--- config.mk ---
export PLATFORM = sky130hd
export DESIGN_NAME = mem_arbiter
export DESIGN_NICKNAME = d
export VERILOG_FILES = /design/src/rtl/mem_arbiter.sv
export SDC_FILE = /design/constraint.sdc
export NUM_CORES = 1
export LEC_CHECK = 0
export CORE_UTILIZATION = 47
export CTS_BUF_LIST = sky130_fd_sc_hd__clkbuf_4 sky130_fd_sc_hd__clkbuf_8
export DETAILED_ROUTE_END_ITERATION = 6
export GPL_TIMING_DRIVEN = 1
export PLACE_DENSITY_LB_ADDON = 0.08
export SYNTH_ARGS = -nofsm -noshare
export SYNTH_HDL_FRONTEND = slang
export SYNTH_SLANG_ARGS = --single-unit
--- constraint.sdc ---
create_clock -name clock -period 7.27 [get_ports clock]
set_clock_uncertainty 0.05 [all_clocks]
set_input_delay 0.727 -clock clock [delete_from_list [all_inputs] [get_ports clock]]
set_output_delay 0.727 -clock clock [all_outputs]
set_load 0.005 [all_outputs]
--- src/rtl/mem_arbiter.sv ---
// rtl/mem_arbiter.sv - two-port round-robin memory arbiter with one outstanding transaction
// Optional response timeout is enabled with MEM_ARBITER_TIMEOUT_EN.
module mem_arbiter #(
    parameter int TIMEOUT_CYCLES = 256
) (
    input  logic        clock,
    input  logic        reset,
    input  logic        m0_valid,
    input  logic        m0_instr,
    input  logic [31:0] m0_addr,
    input  logic [31:0] m0_wdata,
    input  logic [3:0]  m0_wstrb,
    output logic [31:0] m0_rdata,
    output logic        m0_error,
    output logic        m0_ready,
    input  logic        m1_valid,
    input  logic        m1_instr,
    input  logic [31:0] m1_addr,
    input  logic [31:0] m1_wdata,
    input  logic [3:0]  m1_wstrb,
    output logic [31:0] m1_rdata,
    output logic        m1_error,
    output logic        m1_ready,
    output logic        mem_valid,
    output logic        mem_instr,
    output logic [31:0] mem_addr,
    output logic [31:0] mem_wdata,
    output logic [3:0]  mem_wstrb,
    input  logic [31:0] mem_rdata,
    input  logic        mem_error,
    input  logic        mem_ready
);
    typedef enum logic [1:0] {S_IDLE, S_ISSUE, S_WAIT} state_t;

    state_t            r_state;
    state_t            w_next;
    logic [1:0]        r_pend;
    logic [1:0]        r_p_instr;
    logic [1:0][31:0]  r_p_addr;
    logic [1:0][31:0]  r_p_wdata;
    logic [1:0][3:0]   r_p_wstrb;
    logic              r_last;
    logic              r_owner;
    logic              r_mem_instr;
    logic [31:0]       r_mem_addr;
    logic [31:0]       r_mem_wdata;
    logic [3:0]        r_mem_wstrb;

    logic [1:0]        w_valid;
    logic [1:0]        w_accept;
    logic              w_grant;
    logic              w_resp;
    logic              w_timeout;
    logic [31:0]       w_rdata;
    logic              w_error;

    assign w_valid = {m1_valid, m0_valid};

    // A port's own response cycle frees it, so a new request in that cycle is taken.
    always_comb begin
        w_accept = 2'b00;
        for (int n = 0; n < 2; n++) begin
            w_accept[n] = w_valid[n] && !r_pend[n]
                && !((r_state != S_IDLE) && (r_owner == n[0]) && !w_resp);
        end
    end

    always_comb begin
        w_grant = r_pend[1];
        if (r_pend == 2'b11) begin
            w_grant = ~r_last;
        end
    end

    always_comb begin
        w_next = r_state;
        case (r_state)
            S_IDLE:  if (r_pend != 2'b00) w_next = S_ISSUE;
            S_ISSUE: w_next = S_WAIT;
            S_WAIT:  if (w_resp) w_next = S_IDLE;
            default: w_next = S_IDLE;
        endcase
    end

    always_ff @(posedge clock or posedge reset) begin
        if (reset) begin
            r_state     <= S_IDLE;
            r_pend      <= 2'b00;
            r_p_instr   <= '0;
            r_p_addr    <= '0;
            r_p_wdata   <= '0;
            r_p_wstrb   <= '0;
            r_last      <= 1'b1;
            r_owner     <= 1'b0;
            r_mem_instr <= 1'b0;
            r_mem_addr  <= '0;
            r_mem_wdata <= '0;
            r_mem_wstrb <= '0;
        end else begin
            r_state <= w_next;
            for (int n = 0; n < 2; n++) begin
                if (w_accept[n]) begin
                    r_pend[n]    <= 1'b1;
                    r_p_instr[n] <= (n == 0) ? m0_instr : m1_instr;
                    r_p_addr[n]  <= (n == 0) ? m0_addr  : m1_addr;
                    r_p_wdata[n] <= (n == 0) ? m0_wdata : m1_wdata;
                    r_p_wstrb[n] <= (n == 0) ? m0_wstrb : m1_wstrb;
                end
            end
            if (r_state == S_IDLE && r_pend != 2'b00) begin
                r_owner     <= w_grant;
                r_last      <= w_grant;
                r_mem_instr <= r_p_instr[w_grant];
                r_mem_addr  <= r_p_addr[w_grant];
                r_mem_wdata <= r_p_wdata[w_grant];
                r_mem_wstrb <= r_p_wstrb[w_grant];
            end
            if (r_state == S_ISSUE) begin
                r_pend[r_owner] <= 1'b0;
            end
        end
    end

`ifdef MEM_ARBITER_TIMEOUT_EN
    localparam int CW = $clog2(TIMEOUT_CYCLES) + 1;
    logic [CW-1:0] r_cnt;

    always_ff @(posedge clock or posedge reset) begin
        if (reset) begin
            r_cnt <= '0;
        end else if (r_state != S_WAIT) begin
            r_cnt <= '0;
        end else begin
            r_cnt <= r_cnt + 1'b1;
        end
    end

    // r_cnt holds completed WAIT cycles, so this fires in the TIMEOUT_CYCLES-th one.
    assign w_timeout = (r_state == S_WAIT) && (r_cnt == CW'(TIMEOUT_CYCLES - 1));
`else
    assign w_timeout = 1'b0;
`endif

    assign w_resp  = (r_state == S_WAIT) && (mem_ready || w_timeout);
    assign w_rdata = mem_ready ? mem_rdata : 32'h0;
    assign w_error = mem_ready ? mem_error : 1'b1;

    assign m0_ready = w_resp && !r_owner;
    assign m1_ready = w_resp && r_owner;
    assign m0_rdata = m0_ready ? w_rdata : 32'h0;
    assign m1_rdata = m1_ready ? w_rdata : 32'h0;
    assign m0_error = m0_ready && w_error;
    assign m1_error = m1_ready && w_error;

    assign mem_valid = (r_state == S_ISSUE);
    assign mem_instr = r_mem_instr;
    assign mem_addr  = r_mem_addr;
    assign mem_wdata = r_mem_wdata;
    assign mem_wstrb = r_mem_wstrb;
endmodule

==> results of run 1 <==
## through the flow
step	setup WS, ns	util (%)	total power (W)
6_report	3.937	70.48	0.005609
5_1_grt	3.851	70.48	0.005945
4_1_cts	3.932	70.41	0.005682
3_5_place_dp	3.607	66.44	0.004575
3_3_place_gp	3.665	66.44	0.004435
2_1_floorplan	0.6721	-	0.003613
## cell families (layout without fill, tap and decap cells)
| group | count (synthesis) | after routing | share of synthesized area, % |
|---|---|---|---|
| AND/OR/NAND/NOR | 76 | 76 | 5.117 |
| other | 0 | 5 | 0 |
| AO/OA/AOI/OAI | 10 | 10 | 0.8733 |
| buffers and inverters | 39 | 385 | 1.978 |
| flip-flops | 213 | 213 | 58.14 |
| multiplexers | 276 | 276 | 33.89 |
## cells in the mapped netlist (all sizes together)
cell,n
o21bai,1
a221oi,1
o21a,1
mux2,276
a2bb2oi,1
o32ai,1
nand3b,1
a21bo,1
nor3,2
nand4b,1
dfstp,1
buf,28
nand2,1
nand2b,2
inv,3
nor2b,1
dfrtp,212
a31oi,2
nor2,2
and2,66
a21oi,2
clkbuf,8
## critical path, stage by stage
cell	delay, ns
clkdlybuf4s50_1	0.52
inv_1	0.09
nor3_2	0.20
buf_4	0.30
and2_1	0.20
clkdlybuf4s50_1	0.51
## path summary, 6_finish.rpt
kind                                  to  slack [ns]  cells after the start
max in group asynchronous   mem_addr[16]        4.98                      3
setup / recovery             m1_rdata[5]        3.94                      6
hold reg to reg             r_p_wdata[3]        0.44                      1
setup reg to reg             r_p_addr[6]        4.31                      4
hold / removal              r_p_wdata[3]        0.44                      1
min in group asynchronous  r_p_wdata[43]        0.85                      2
## state kept, by name, indices dropped and copies added, names as in the netlist
signal / count
r_p_wstrb: 8
mem_addr: 32
r_p_wdata: 64
mem_wstrb: 4
r_pend: 2
mem_wdata: 32
r_last: 1
r_owner: 1
r_p_instr: 2
r_p_addr: 64
r_state: 2
mem_instr: 1
## cell usage in the layout, fill, tap and decap left out
cell type	n
clkdlybuf4s50_1	313
mux2_2	264
dfrtp_1	212
and2_1	66
clkbuf_8	47
mux2_1	12
clkbuf_4	11
buf_4	7
diode_2	5
clkinv_2	4
nor2_1	2
nand2b_1	2
nor3_2	2
a31oi_1	2
a21oi_1	2
a21bo_4	1
o21a_4	1
nand3b_1	1
nand2_1	1
nand4b_1	1
inv_2	1
a221oi_4	1
inv_1	1
nor2b_1	1
a2bb2oi_1	1
inv_8	1
o32ai_1	1
o21bai_1	1
dfstp_2	1
## area by class of cell
| cell class | count | share of cell area [%] |
|---|---|---|
| tap | 260 | 2.443 |
| inverter | 3 | 0.1410 |
| clock inverter | 4 | 0.1503 |
| sequential | 213 | 40.04 |
| clock buffer | 58 | 5.478 |
| antenna | 5 | 0.09397 |
| multi-input combinational | 362 | 27.73 |
| timing repair buffer | 320 | 23.92 |
## power by group
group	total, W	internal [W]	switching [W]
clock	0.00109	0.000633	0.000454
sequential	0.00214	0.00182	0.000323
combinational	0.00238	0.00155	0.000839
total	0.00561	0.00399	0.00162
## layer usage
| metal | GRT usage, % | share of wire [%] |
|---|---|---|
| met5 | 0 | 0 |
| met2 | 45.76 | 54 |
| met1 | 25.47 | 36 |
| met3 | 6.919 | 7.1 |
| met4 | 9.791 | 2.9 |
==> impl_metrics.json, run 1 <==
{
  "outcome": "completed",
  "seq_area_frac_synth_pct": 58.14,
  "yosysTopAreaCell": "dfrtp_1",
  "grt_antenna_before_repair": 5,
  "hold_viol": 0,
  "seqCellArea_um2": 5331,
  "overflow": 0,
  "worst_pin_slew_ns": 1.140,
  "post-route-drc-count": 0,
  "min_path_type": "flop to flop",
  "cts.clk_slew.worst_paths_ns": 0.06,
  "syn_to_final_growth_pct": 45.20,
  "netlist.area_leader.share_pct": 57.85,
  "placed_area_um2": 12550,
  "first_pass_iters": 4,
  "cts-hold-fix-buffers": 0,
  "required_ns": 6.49,
  "drt-initial-drc-count": 193,
  "syn_inst": 614,
  "startpoint": "mem_ready",
  "portBuffers": 313,
  "critical_path_class": "primary input to primary output",
  "cp-end-kind": "primary output",
  "cts-resized-gates": 0,
  "setup_viol": 0,
  "ys_types": 24,
  "postLayoutCellArea_um2": 13320,
  "grt_first_pass_wirelength_um": 37000,
  "min_period_ns": 3.333,
  "tns_ns": 0,
  "cp-start-kind": "primary input",
  "nets": 1112,
  "syn-cell-area_um2": 9170,
  "worstPathArrival_ns": 2.56,
  "die_w_um": 141.7,
  "hp-start": "r_p_wdata[3]",
  "cp_max_fo": 34,
  "clock-sinks": 213,
  "pin_count": 314,
  "ir_drop_mv": 0.2802,
  "fmaxAchievable_mhz": 300.0,
  "fillers": 1334,
  "p_per_area_nw_per_um2": 421.3,
  "core_um2": 18890,
  "syn_avg_cell_area_um2": 14.93,
  "clk-insertion-delay-late_ns": 0.50,
  "dr_total_vias": 6131,
  "wire_per_inst_um": 19.64,
  "floorplan.initialDensity_pct": 48.54,
  "slew_violations": 0,
  "cts_tree": "done",
  "rsz0062_at_grt": "false",
  "reg2reg_from": "r_owner",
  "htreeDepth": 2,
  "cap_violations": 0,
  "placedCellCount": 1158,
  "finalCritPeriodShare_pct": 45.85,
  "synth-seq-cells": 213,
  "vias_per_cell": 5.005,
  "post-cts-setup-buffers": 0,
  "hold_ws_ns": 0.4369,
  "yosysWarnings": 0,
  "grt_max_degree": 161,
  "globalplace.congestion": 0.8548,
  "drive_gt1_share_pct": 35.52,
  "grt_pass1_vias": 6769,
  "synthTopCellsByArea": "dfrtp_1 58%, mux2_2 32%, and2_1 4.5%, buf_2 1.5%, mux2_1 1.5%",
  "multi_input_area_um2": 3692,
  "cts_inserted_buffers": 36,
  "slew_headroom_pct": 24.03,
  "syn-num-nets": 790,
  "die_h_um": 141.7,
  "num_rows": 50,
  "ant_nets": 0,
  "dp_hpwl_um": 16810,
  "cts-root-buf": "clkbuf_8",
  "cts_buffer_depth": 3,
  "fin_cells": 1225,
  "die_area_um2": 20070,
  "drt-total-wl_um": 24060,
  "grtUsageTotal_pct": 24.39,
  "p_leak_nw": 5.534
}
Note: power is estimated with default switching activity, not from simulation.
==> run 2: changes to the inputs <==
CORE_UTILIZATION = 43   (was 47)
clock period = 3.05 ns   (was 7.27 ns; I/O delays follow)
==> run 2 against run 1 <==
- setup slack worse by 3.6 ns
- critical path depth is 1 lower
- clock power is 140% higher
- critical endpoint is now m0_rdata[26]
- largest cell class unchanged
==> impl_metrics.json, run 2 (synthesis results as in run 1) <==
{
  "outcome": "completed",
  "p_seq_share_pct": 37.6,
  "die_h_um": 148.0,
  "htreeDepth": 2,
  "critical_path_class": "flop to primary output",
  "grt_pass1_vias": 6798,
  "p_clk_share_pct": 19.0,
  "fmaxAchievable_mhz": 373.6,
  "multi_input_area_um2": 3692,
  "slew_violations": 0,
  "reg_top3": "r_p_addr x64, r_p_wdata x64",
  "ant_nets": 0,
  "placedCellCount": 1181,
  "cap_violations": 0,
  "p_leak_nw": 5.603,
  "path_buf_inv": 2,
  "worst_pin_slew_ns": 0.7197,
  "wire_per_inst_um": 19.52,
  "grt_max_degree": 71,
  "grtUsageTotal_pct": 22.72,
  "cts-hold-fix-buffers": 0,
  "slew_headroom_pct": 51.92,
  "grt_antenna_before_repair": 4,
  "dp_hpwl_um": 17570,
  "required_ns": 2.69,
  "clk-insertion-delay-late_ns": 0.50,
  "syn_to_final_growth_pct": 47.00,
  "min_period_ns": 2.677,
  "dr_total_vias": 6178,
  "final_util_pct": 64.33,
  "cp-end-kind": "primary output",
  "die_w_um": 148.0,
  "hold_viol": 0,
  "crit_path_max_incr_delay_ns": 0.51,
  "drive_gt1_share_pct": 36.12,
  "cts_inserted_buffers": 36,
  "path_cells": "nand2b_1 > nor3_2 > buf_4 > and2_1 > clkdlybuf4s50_1",
  "overflow": 0,
  "clock-sinks": 213,
  "num_rows": 53,
  "cts_tree": "done",
  "layout_common_cells": "313 x clkdlybuf4s50_1, 264 x mux2_2, 212 x dfrtp_1",
  "fin_cells": 1247,
  "die_area_um2": 21910,
  "drt-initial-drc-count": 135,
  "cp_max_fo": 34,
  "comb_power_share_pct": 43.4,
  "post-cts-setup-buffers": 0,
  "p_per_area_nw_per_um2": 1001,
  "seqCellArea_um2": 5331,
  "ir_drop_mv": 0.5823,
  "floorplan.initialDensity_pct": 43.76,
  "grt_first_pass_wirelength_um": 38000,
  "finalCritPeriodShare_pct": 87.76,
  "layout_commonest_cell": "clkdlybuf4s50_1",
  "cts-root-buf": "clkbuf_8",
  "cts.clk_slew.worst_paths_ns": 0.06,
  "globalplace.congestion": 0.9436,
  "cts-resized-gates": 0,
  "totalPowerFinal_w": 0.01350,
  "postLayoutCellArea_um2": 13480,
  "fillers": 1591,
  "placed_area_um2": 12730,
  "min_path_type": "primary input to async pin",
  "vias_per_cell": 4.954,
  "cp_slowest_cell": "clkdlybuf4s50_1",
  "nets": 1120,
  "pin_count": 314,
  "setup_viol": 0,
  "worstPathArrival_ns": 2.32,
  "first_pass_iters": 4,
  "intPower_w": 0.009631,
  "tns_ns": 0,
  "cts_buffer_depth": 3,
  "post-route-drc-count": 0,
  "crit_family": "buffers and inverters",
  "drt-total-wl_um": 24340,
  "p_sw_w": 0.003865,
  "portBuffers": 313,
  "cp-start-kind": "flop",
  "p_sw_share_pct": 28.64,
  "rsz0062_at_grt": "false",
  "core_um2": 20960
}
[run 2: cell types whose count changed in the layout (fill, tap and decap cells not counted)]
cell	before	now
diode_2	5	3
clkinvlp_4	0	1
buf_12	0	8
clkbuf_8	47	45
inv_8	1	0
clkbuf_4	11	14
[run 2: layer usage]
layer / up-vias / GRT usage (%) / routed length, um
li1: 2822 / - / -
met2: 219 / 42.72 / 13250
met4: 2 / 7.990 / 596
met3: 39 / 6.883 / 1861
met5: - / 0 / 13
met1: 3096 / 23.68 / 8619
[run 2: power groups by stage]
stage | Combinational (W) | Sequential (W) | Clock, W
final | 0.00585 | 0.00507 | 0.00257
after detailed placement | 0.00595 | 0.00513 | 0
after global routing | 0.00629 | 0.00527 | 0.00280
after global placement | 0.00575 | 0.00500 | 0
after CTS | 0.00598 | 0.00508 | 0.00265
after floorplan | 0.00367 | 0.00495 | 0
[run 2: final timing paths]
kind / slack, ns / startpoint / endpoint / depth (start not counted)
min in group clock: 0.36 / m0_wstrb[1] / r_p_wstrb[1] / 2
worst min register to register: 0.43 / r_p_wstrb[1] / r_p_wstrb[1] / 1
worst max-delay path: 0.37 / r_state[0] / m0_rdata[26] / 5
worst min-delay path: 0.22 / reset / r_p_wdata[9] / 2
worst max register to register: 1.00 / r_state[0] / mem_wdata[25] / 4
max in group asynchronous: 1.97 / reset / r_last / 3
[run 2: stage by stage]
stage	hold slack, ns	worst slack (ns)
final	0.2178	0.3734
after detailed placement	0.4219	0.6042
after CTS	0.2146	0.3475
after global placement	0.4131	0.6814
after floorplan	0.3528	-0.07435
after global routing	0.2370	0.2191
[run 2: layout make-up]
type                    instances  area share [%]
flip-flops and latches        213           39.55
multi-input cells             362           27.39
repair buffers                328           24.82
clock buffers                  59           5.374
well taps                     275           2.552
clock inverters                 4          0.1485
inverters                       3          0.1114
diodes                          3         0.05569
==> run 3: changes to the inputs <==
ABC_AREA = 1   (was unset)
==> run 3 against run 2 <==
- the flow now finishes with violations (design-rule violations)
- global-route usage rose by 3.7 points
- first-iteration DRC count rose to 3.2 times the previous value
- worst hold slack improved by 0.032 ns
- final area rose by 1.5%
- combinational power barely moved
- final cell count rose by 43%
- via count rose by 43%
- sequential power fell by 2%
- synthesized area rose by 3.8%
- largest cell class unchanged
==> impl_metrics.json, run 3 <==
{
  "outcome": "finished with violations",
  "violations": "design-rule violations",
  "crit_path_max_incr_delay_ns": 0.55,
  "floorplan.initialDensity_pct": 43.74,
  "synth-seq-cells": 213,
  "critical_path_class": "flop to primary output",
  "dr_total_vias": 8821,
  "fin_cells": 1786,
  "wire_per_inst_um": 16.72,
  "reg_top3": "r_p_addr x64, r_p_wdata x64",
  "placed_area_um2": 12920,
  "finalCritPeriodShare_pct": 88.99,
  "post-route-drc-count": 2,
  "startpoint": "r_state[0]",
  "globalplace.congestion": 0.7759,
  "dp_hpwl_um": 19560,
  "r2r_slack_ns": 1.01,
  "cts_buffer_depth": 3,
  "fmaxAchievable_mhz": 368.4,
  "core_um2": 21760,
  "die_area_um2": 22730,
  "grt_pass1_vias": 8428,
  "cts.clk_slew.worst_paths_ns": 0.06,
  "cts_inserted_buffers": 37,
  "ys_async_sr_fraction_pct": 100.0,
  "drt-initial-drc-count": 426,
  "cap_violations": 0,
  "reg2reg_from": "r_state[0]",
  "clock-sinks": 213,
  "die_w_um": 150.8,
  "synth_commonest_cells": "493 x nand2_1, 212 x dfrtp_1, 140 x nand3_1",
  "syn-cell-area_um2": 9515,
  "cp-start-kind": "flop",
  "syn-num-nets": 1362,
  "syn_avg_cell_area_um2": 8.023,
  "min_period_ns": 2.714,
  "syn_inst": 1186,
  "setup_ws_ns": 0.3359,
  "grtUsageTotal_pct": 26.45,
  "placedCellCount": 1722,
  "setup_viol": 0,
  "slew_violations": 0,
  "fillers": 1931,
  "required_ns": 2.69,
  "min_path_type": "primary input to async pin",
  "grt_antenna_before_repair": 3,
  "cts-hold-fix-buffers": 0,
  "grt_max_degree": 71,
  "ant_nets": 0,
  "synth.most_common_cell": "nand2_1",
  "worst_pin_slew_ns": 0.9520,
  "p_per_area_nw_per_um2": 982.1,
  "cts_tree": "done",
  "final_util_pct": 62.88,
  "pre_cts_ws_ns": 0.5312,
  "path_cells": "inv_1 > nand3_1 > inv_1 > nand2_1 > buf_4 > nor2_1 > clkdlybuf4s50_1",
  "nets": 1657,
  "seq_area_frac_synth_pct": 56.03,
  "synth_edf_count": 0,
  "cts-root-buf": "clkbuf_8",
  "r2r-end": "r_p_wdata[29]",
  "cp_max_fo": 34,
  "layout_commonest_cell": "nand2_1",
  "num_rows": 54,
  "slew_headroom_pct": 36.53,
  "rsz0062_at_grt": "false",
  "syn_to_final_growth_pct": 43.76,
  "p_leak_nw": 6.979,
  "r2r_cells": 6,
  "worstPathArrival_ns": 2.36,
  "hold_viol": 0,
  "synthTopCellsByArea": "dfrtp_1 56%, nand2_1 19%, nand3_1 7.4%, o211ai_1 5.4%, inv_1 4.4%",
  "synthFlopType": "dfrtp_1",
  "cp_slowest_cell": "clkdlybuf4s50_1",
  "yosysWarnings": 0,
  "clk-insertion-delay-late_ns": 0.52,
  "drt-total-wl_um": 29870,
  "layout_common_cells": "489 x nand2_1, 313 x clkdlybuf4s50_1, 212 x dfrtp_1",
  "path_common_cell": "inv_1",
  "pin_count": 314,
  "yosysTopAreaCell": "dfrtp_1",
  "cp-end-kind": "primary output",
  "crit_end": "m0_rdata[4]",
  "drive_gt1_share_pct": 6.196,
  "overflow": 0,
  "die_h_um": 150.8,
  "cts-resized-gates": 0,
  "first_pass_iters": 7,
  "portBuffers": 313,
  "postLayoutCellArea_um2": 13680,
  "htreeDepth": 2,
  "vias_per_cell": 4.939,
  "ir_drop_mv": 0.7033,
  "post-cts-setup-buffers": 0,
  "grt_first_pass_wirelength_um": 45840,
  "ys_types": 19,
  "netlist.area_leader.share_pct": 55.75
}
[run 3: changes by cell type in the layout (fill, tap and decap cells not counted), moves of 68 or more]
cell,change
mux2_2,-264
o211ai_1,+69
nand2_1,+488
nand3_1,+140
inv_1,+110
nor2_1,+68
[run 3: cell type report]
class / instances / area, um2 / share of cell area, %
Antenna cell: 5 / 12.51 / 0.09147
Multi-Input combinational cell: 782 / 3440 / 25.14
Sequential cell: 213 / 5331 / 38.97
Inverter: 114 / 431.7 / 3.156
Clock inverter: 1 / 7.507 / 0.05488
Clock buffer: 58 / 735.7 / 5.378
Timing Repair Buffer: 333 / 3371 / 24.64
Tap cell: 280 / 350.3 / 2.561
[run 3: logic make-up after synthesis]
logic type      after synthesis  share of synthesized area, %
compound gates               74                         5.746
simple gates                708                         29.90
buf+inv                     191                         8.323
flops                       213                         56.03
[run 3: critical path, delay by kind of cell (launching register included)]
| family | cells | cell delay [ns] |
|---|---|---|
| AND/OR/NAND/NOR | 3 | 0.46 |
| buffers and inverters | 4 | 0.99 |
| flip-flops | 1 | 0.39 |
[run 3: how the worst min path moves through the flow]
stage | endpoint | cells past startpoint
detailed placement | r_last | 2
finish | r_p_addr[46] | 2
CTS | r_p_addr[46] | 2
global route | r_p_addr[45] | 2
global placement | r_p_wdata[38] | 2
floorplan | r_state[1] | 1
[run 3: where the power goes]
group | switching (W) | leakage, nW | internal [W]
Combinational | 0.00343 | 3.93 | 0.00241
Sequential | 0.000767 | 2.66 | 0.00420
Clock | 0.00111 | 0.391 | 0.00151
Total | 0.00531 | 6.98 | 0.00813
[run 3: through the flow]
step	power, W	setup TNS, ns	hold WS (ns)
floorplan	0.008412	-15.76	0.3622
global placement	0.01072	0	0.4034
detailed placement	0.01090	0	0.4060
CTS	0.01358	0	0.2522
global route	0.01450	0	0.2842
finish	0.01343	0	0.2500
[run 3: layer usage]
layer / GRT usage, % / vias up / share of wire [%]
met4: 9.050 / 2 / 2.3
li1: - / 4304 / -
met5: 0 / - / 0.044
met2: 45.71 / 292 / 50
met3: 5.182 / 51 / 6.9
met1: 32.93 / 4172 / 41
